$ cat src/rtl/bsg_link_credit_to_ready_and_multi.sv
// bsg_link_credit_to_ready_and_multi
//
// Converts num_ch_p credit-flow-controlled input channels into ready_and
// outputs. Each channel is buffered in its own els_p-deep FIFO. The
// upstream starts out holding els_p credits per channel. Every dequeued
// entry returns one credit, either in the dequeue cycle or one cycle later
// (credit_reg_p). With merge_p=1 all channels are round-robin arbitrated
// onto output slot 0.
//
// Ports:
//   clk_i             clock
//   reset_n_i         asynchronous active-low reset
//   v_i / data_i      per-channel input valid and payload (credit protocol)
//   credit_o          per-channel one-cycle credit-return pulse
//   v_o / data_o      per-channel output valid and payload (slot 0 only when merged)
//   ready_and_i       downstream ready (bit 0 only when merged)
//   count_o           per-channel FIFO occupancy
//   overflow_o        sticky flag: enqueue attempted on a full FIFO
//   clear_overflow_i  synchronous clear of all overflow flags
module bsg_link_credit_to_ready_and_multi #(
  parameter int num_ch_p      = 4,
  parameter int width_p       = 32,
  parameter int els_p         = 3,
  parameter int merge_p       = 0,
  parameter int credit_reg_p  = 0,
  localparam int cnt_width_lp = $clog2(els_p + 1)
) (
  input  logic                             clk_i,
  input  logic                             reset_n_i,
  input  logic [num_ch_p-1:0]              v_i,
  input  logic [num_ch_p*width_p-1:0]      data_i,
  output logic [num_ch_p-1:0]              credit_o,
  output logic [num_ch_p-1:0]              v_o,
  output logic [num_ch_p*width_p-1:0]      data_o,
  input  logic [num_ch_p-1:0]              ready_and_i,
  output logic [num_ch_p*cnt_width_lp-1:0] count_o,
  output logic [num_ch_p-1:0]              overflow_o,
  input  logic                             clear_overflow_i
);

  localparam int ptr_width_lp = $clog2(els_p);
  localparam int ch_width_lp  = (num_ch_p > 1) ? $clog2(num_ch_p) : 1;

  logic [width_p-1:0]      mem_r    [num_ch_p][els_p];
  logic [ptr_width_lp-1:0] rd_ptr_r [num_ch_p];
  logic [ptr_width_lp-1:0] wr_ptr_r [num_ch_p];
  logic [cnt_width_lp-1:0] cnt_r    [num_ch_p];
  logic [width_p-1:0]      head     [num_ch_p];
  logic [num_ch_p-1:0]     nonempty, full, deq, enq, ovf_set, overflow_r;

  function automatic logic [ptr_width_lp-1:0] ptr_inc(input logic [ptr_width_lp-1:0] p);
    return (p == ptr_width_lp'(els_p - 1)) ? '0 : p + 1'b1;
  endfunction

  always_comb begin
    nonempty = '0;
    full     = '0;
    head     = '{default: '0};
    for (int c = 0; c < num_ch_p; c++) begin
      nonempty[c] = (cnt_r[c] != '0);
      full[c]     = (cnt_r[c] == cnt_width_lp'(els_p));
      head[c]     = mem_r[c][rd_ptr_r[c]];
    end
  end

  // A full FIFO still accepts a word when its head leaves in the same cycle.
  always_comb begin
    enq     = '0;
    ovf_set = '0;
    for (int c = 0; c < num_ch_p; c++) begin
      enq[c]     = v_i[c] & (~full[c] | deq[c]);
      ovf_set[c] = v_i[c] & full[c] & ~deq[c];
    end
  end

  always_ff @(posedge clk_i) begin
    for (int c = 0; c < num_ch_p; c++) begin
      if (enq[c]) mem_r[c][wr_ptr_r[c]] <= data_i[c*width_p +: width_p];
    end
  end

  always_ff @(posedge clk_i or negedge reset_n_i) begin
    if (!reset_n_i) begin
      for (int c = 0; c < num_ch_p; c++) begin
        rd_ptr_r[c] <= '0;
        wr_ptr_r[c] <= '0;
        cnt_r[c]    <= '0;
      end
      overflow_r <= '0;
    end else begin
      for (int c = 0; c < num_ch_p; c++) begin
        if (enq[c]) wr_ptr_r[c] <= ptr_inc(wr_ptr_r[c]);
        if (deq[c]) rd_ptr_r[c] <= ptr_inc(rd_ptr_r[c]);
        if (enq[c] && !deq[c])      cnt_r[c] <= cnt_r[c] + 1'b1;
        else if (deq[c] && !enq[c]) cnt_r[c] <= cnt_r[c] - 1'b1;
        // A new overflow wins over a simultaneous clear.
        if (ovf_set[c])            overflow_r[c] <= 1'b1;
        else if (clear_overflow_i) overflow_r[c] <= 1'b0;
      end
    end
  end

  assign overflow_o = overflow_r;

  always_comb begin
    count_o = '0;
    for (int c = 0; c < num_ch_p; c++) begin
      count_o[c*cnt_width_lp +: cnt_width_lp] = cnt_r[c];
    end
  end

  if (merge_p != 0) begin : g_merge
    logic [ch_width_lp-1:0] rr_ptr_r, lock_grant_r, grant;
    logic                   lock_r, any_v, hs, found;
    int                     idx;

    // First non-empty channel at or after the pointer, unless a grant is
    // already presented and waiting for its handshake.
    always_comb begin
      grant = rr_ptr_r;
      found = 1'b0;
      idx   = 0;
      for (int i = 0; i < num_ch_p; i++) begin
        idx = (int'(rr_ptr_r) + i) % num_ch_p;
        if (!found && nonempty[idx]) begin
          grant = ch_width_lp'(idx);
          found = 1'b1;
        end
      end
      if (lock_r) grant = lock_grant_r;
    end

    assign any_v = |nonempty;
    assign hs    = any_v & ready_and_i[0];

    always_comb begin
      v_o                 = '0;
      v_o[0]              = any_v;
      data_o              = '0;
      data_o[width_p-1:0] = head[grant];
      deq                 = '0;
      deq[grant]          = hs;
    end

    always_ff @(posedge clk_i or negedge reset_n_i) begin
      if (!reset_n_i) begin
        rr_ptr_r     <= '0;
        lock_r       <= 1'b0;
        lock_grant_r <= '0;
      end else begin
        lock_r       <= any_v & ~ready_and_i[0];
        lock_grant_r <= grant;
        if (hs) rr_ptr_r <= (grant == ch_width_lp'(num_ch_p - 1)) ? '0 : grant + 1'b1;
      end
    end
  end else begin : g_indep
    always_comb begin
      v_o    = nonempty;
      deq    = nonempty & ready_and_i;
      data_o = '0;
      for (int c = 0; c < num_ch_p; c++) begin
        data_o[c*width_p +: width_p] = head[c];
      end
    end
  end

  if (credit_reg_p != 0) begin : g_credit_reg
    logic [num_ch_p-1:0] credit_r;
    always_ff @(posedge clk_i or negedge reset_n_i) begin
      if (!reset_n_i) credit_r <= '0;
      else            credit_r <= deq;
    end
    assign credit_o = credit_r;
  end else begin : g_credit_comb
    assign credit_o = deq;
  end

endmodule

$ cat config.mk
export PLATFORM = sky130hd
export DESIGN_NAME = bsg_link_credit_to_ready_and_multi
export DESIGN_NICKNAME = d
export VERILOG_FILES = /design/src/rtl/bsg_link_credit_to_ready_and_multi.sv
export SDC_FILE = /design/constraint.sdc
export NUM_CORES = 1
export LEC_CHECK = 0
export CELL_PAD_IN_SITES_DETAIL_PLACEMENT = 0
export CELL_PAD_IN_SITES_GLOBAL_PLACEMENT = 1
export CORE_MARGIN = 3
export CORE_UTILIZATION = 25
export CTS_CLUSTER_DIAMETER = 150
export DETAILED_ROUTE_END_ITERATION = 7
export DONT_BUFFER_PORTS = 1
export PLACE_DENSITY_LB_ADDON = 0.2
export SYNTH_ARGS = -nofsm -noshare
export SYNTH_HDL_FRONTEND = slang
export SYNTH_SLANG_ARGS = --single-unit
$ cat constraint.sdc
create_clock -name clk_i -period 6.3 [get_ports clk_i]
set_input_delay 0.945 -clock clk_i [delete_from_list [all_inputs] [get_ports clk_i]]
set_output_delay 0.945 -clock clk_i [all_outputs]
set_load 0.03 [all_outputs]
==> run_results.csv <==
group,metric,value,unit
route,via_per_inst,4.191,
logic_synthesis,synth_seq_cells,412,
route,first_iter_violations,418,
timing,worstMarginPinSlew,1.293,ns
timing,setup_viol,0,
setup_path,cp_cell_sequence,"buf_4 -> nor2b_2 -> buf_4 -> nand2_1 -> o21ai_0",
pwr,powerDensity,531.4,nW/um2
logic_synthesis,synthCells,937,
logic_synthesis,yosysTopAreaCellShare,0.7326,
route,dr.pass1.iters,4,
route,postRouteAntennaNets,0,
cts,path_clk_slew,0.06,ns
timing,hold_slack,0.06855,ns
placement,portBuffers,0,
timing,rsz0062_at_grt,"false",
logic_synthesis,async_flop_share,0.06796,
logic_synthesis,netlist_area,15740,um2
setup_path,slowest_stage,"dfrtp_1",
final_layout,nets,1111,
logic_synthesis,synth_seq_area_share,0.7771,
setup_path,cp.required,5.35,ns
pwr,switching_share,0.3935,
setup_path,crit_path_end_kind,"output pin",
timing,hold_viol,0,
pwr,p_seq_frac,0.414,
route,wl_per_cell,20.02,um
timing,fin_ws,2.409,ns
die,start_util,0.2537,
pwr,combPwrFrac,0.314,
logic_synthesis,ys_top_cells_by_area,"edfxtp_1 (73%), mux2i_1 (8.1%), dfrtp_1 (4.5%)",
timing,fin_crit_sh,0.6176,
grt,grt.overflow.total,0,
final_layout,syn_to_final_growth,15.57,%
logic_synthesis,yosysTopAreaCell,"edfxtp_1",
logic_synthesis,syn_avg_cell_area,16.80,um2
die,chipWidth,256.9,um
setup_path,cp.arrival,2.95,ns
logic_synthesis,synth_nets,1080,
grt,grt_pass1_vias,7745,
cts,cts_tree,"yes",
logic_synthesis,synth-edff-count,384,
grt,grt_pass1_wl,54.11,mm
cts,cts_hold_buf,0,
grt,antenna_found_initial,0,
setup_path,path_class,"flip-flop to output pin",
die,io_pins,287,
timing,maxSlewHeadroom,0.1286,
final_layout,n_fill_cell,6107,
final_layout,drive_gt1_frac,0.1287,
die,dieArea,66010,um2
cts,clockBufferDepth,3,
worst_hold_path,hold_class,"input pin to async pin",
die,die_h,256.9,um
timing,timing.fmax,257.0,MHz
cts,ctsHtreeMaxLevel,2,
logic_synthesis,ys_warn_count,0,
route,drc,0,
run_status,status,"finished, final reports clean",
pwr,power.clock.fraction,0.272,
timing,drv_slew,0,
logic_synthesis,synth_common_cells,"edfxtp_1 (384), nand2_1 (132), mux2i_1 (128)",
die,rows,91,
timing,finalSetupTns,0,ns
cts,postCtsSetupRepairBufs,0,
pwr,power_switching,3.804,mW
cts,cts.sink_count,412,
cts,cts_buffers,48,
pwr,peakVddDrop,0.2821,mV
run,maxCapViolations,0,
final_layout,n_antenna_cell,0,
placement,pre_cts_ws,2.918,ns
pwr,leakage,5.977,nW
pwr,p_int,5.863,mW
logic_synthesis,yosysMostFrequentCell,"edfxtp_1",
cts,ctsResizeCount,0,
placement,hpwl,22.91,mm
setup_path,worst_setup_path_start_kind,"flip-flop",
placement,gp_congestion,0.6932,
route,finalWirelength,36.81,mm
grt,grt_max_degree,36,
placement,dp.cells,1755,
final_layout,fin_cells,1839,
cts,clock_latency,0.57,ns
die,core_area,62050,um2
timing,finClkSkew,0.02301,ns
pwr,power,9.667,mW
setup_path,slowest_delay,0.76,ns
setup_path,cp_common_cell,"buf_4",
logic_synthesis,ys_types,28,
logic_synthesis,synthFlopType,"edfxtp_1",
route,via_count,7708,
cts,root_buffer,"clkbuf_16",
grt,track_usage,0.1091,
timing,period_needed,3.891,ns
setup_path,cp_max_fo,23,
==> worst max-delay path: cells and delay by family (launching register included) <==
kind | cells | cell delay [ns]
DFF | 1 | 0.76
buffers and inverters | 2 | 0.71
and+or+nand+nor | 2 | 0.51
AOI/OAI and AO/OA | 1 | 0.38
==> worst paths after layout <==
| check | startpoint | end | slack, ns | cells past startpoint |
|---|---|---|---|---|
| min in group clk_i | data_i[55] | mem_r[1][55] | 0.47 | 0 |
| min | reset_n_i | count_o[3] | 0.07 | 0 |
| max in group asynchronous | reset_n_i | rd_ptr_r[1] | 6.11 | 0 |
| max reg2reg | count_o[2] | mem_r[1][6] | 4.17 | 4 |
| min reg2reg | wr_ptr_r[7] | wr_ptr_r[7] | 0.62 | 1 |
| max | rd_ptr_r[2] | data_o[72] | 2.41 | 5 |
==> cells by family after synthesis <==
group | share of synthesized area
buf+inv | 0.02345
compound gates | 0.04769
xor+xnor | 0.006677
mux | 0.08736
simple gates | 0.05453
fa+ha+maj | 0.003180
flops | 0.7771
==> cell type report <==
type                            instances  area, um2  share of cell area
Clock inverter                         21      206.4             0.01135
Multi-Input combinational cell        469       3189              0.1753
Sequential cell                       412      12240              0.6727
Tap cell                              837       1047             0.05757
Inverter                               12      45.04            0.002476
Clock buffer                           63       1279             0.07029
Timing Repair Buffer                   25      187.7             0.01032
==> cells in the final DEF (no fill, tap or decap), drive strengths merged, types with 9 or more instances in the layout <==
master  instances
o21ai         136
nand2         132
mux2i         128
a21o            9
dfrtp          28
clkinv         16
clkbuf         63
buf            25
inv            13
edfxtp        384
==> power groups by stage <==
stage               Sequential [mW]  Combinational, mW  Clock [mW]
finish                         4.00               3.04        2.63
global route                   4.05               3.28        2.86
CTS                            4.01               3.15        2.74
detailed placement             4.06               3.14           0
global placement               4.05               3.14           0
floorplan                      3.93               2.58           0
==> registers in the layout, indices dropped and copies added, names as in the netlist <==
register,count
rd_ptr_r,8
wr_ptr_r,8
overflow_o,4
mem_r,384
count_o,8
==> stage by stage <==
stage	cell area, um2	utilization
after floorplan	15740	-
final	18190	0.2932
after global routing	18190	0.2932
after detailed placement	16710	0.2692
after global placement	16710	0.2692
after CTS	18190	0.2932
==> per-layer routing <==
layer | routed length (um) | track usage | vias to the layer above | share of wire
met5 | 0 | 0 | - | 0
met2 | 16960 | 0.1708 | 233 | 0.46
li1 | - | - | 3573 | -
met3 | 3118 | 0.04114 | 62 | 0.085
met1 | 15850 | 0.1400 | 3840 | 0.43
met4 | 883 | 0.03528 | 0 | 0.024
Note: power is estimated with default switching activity, not from simulation.
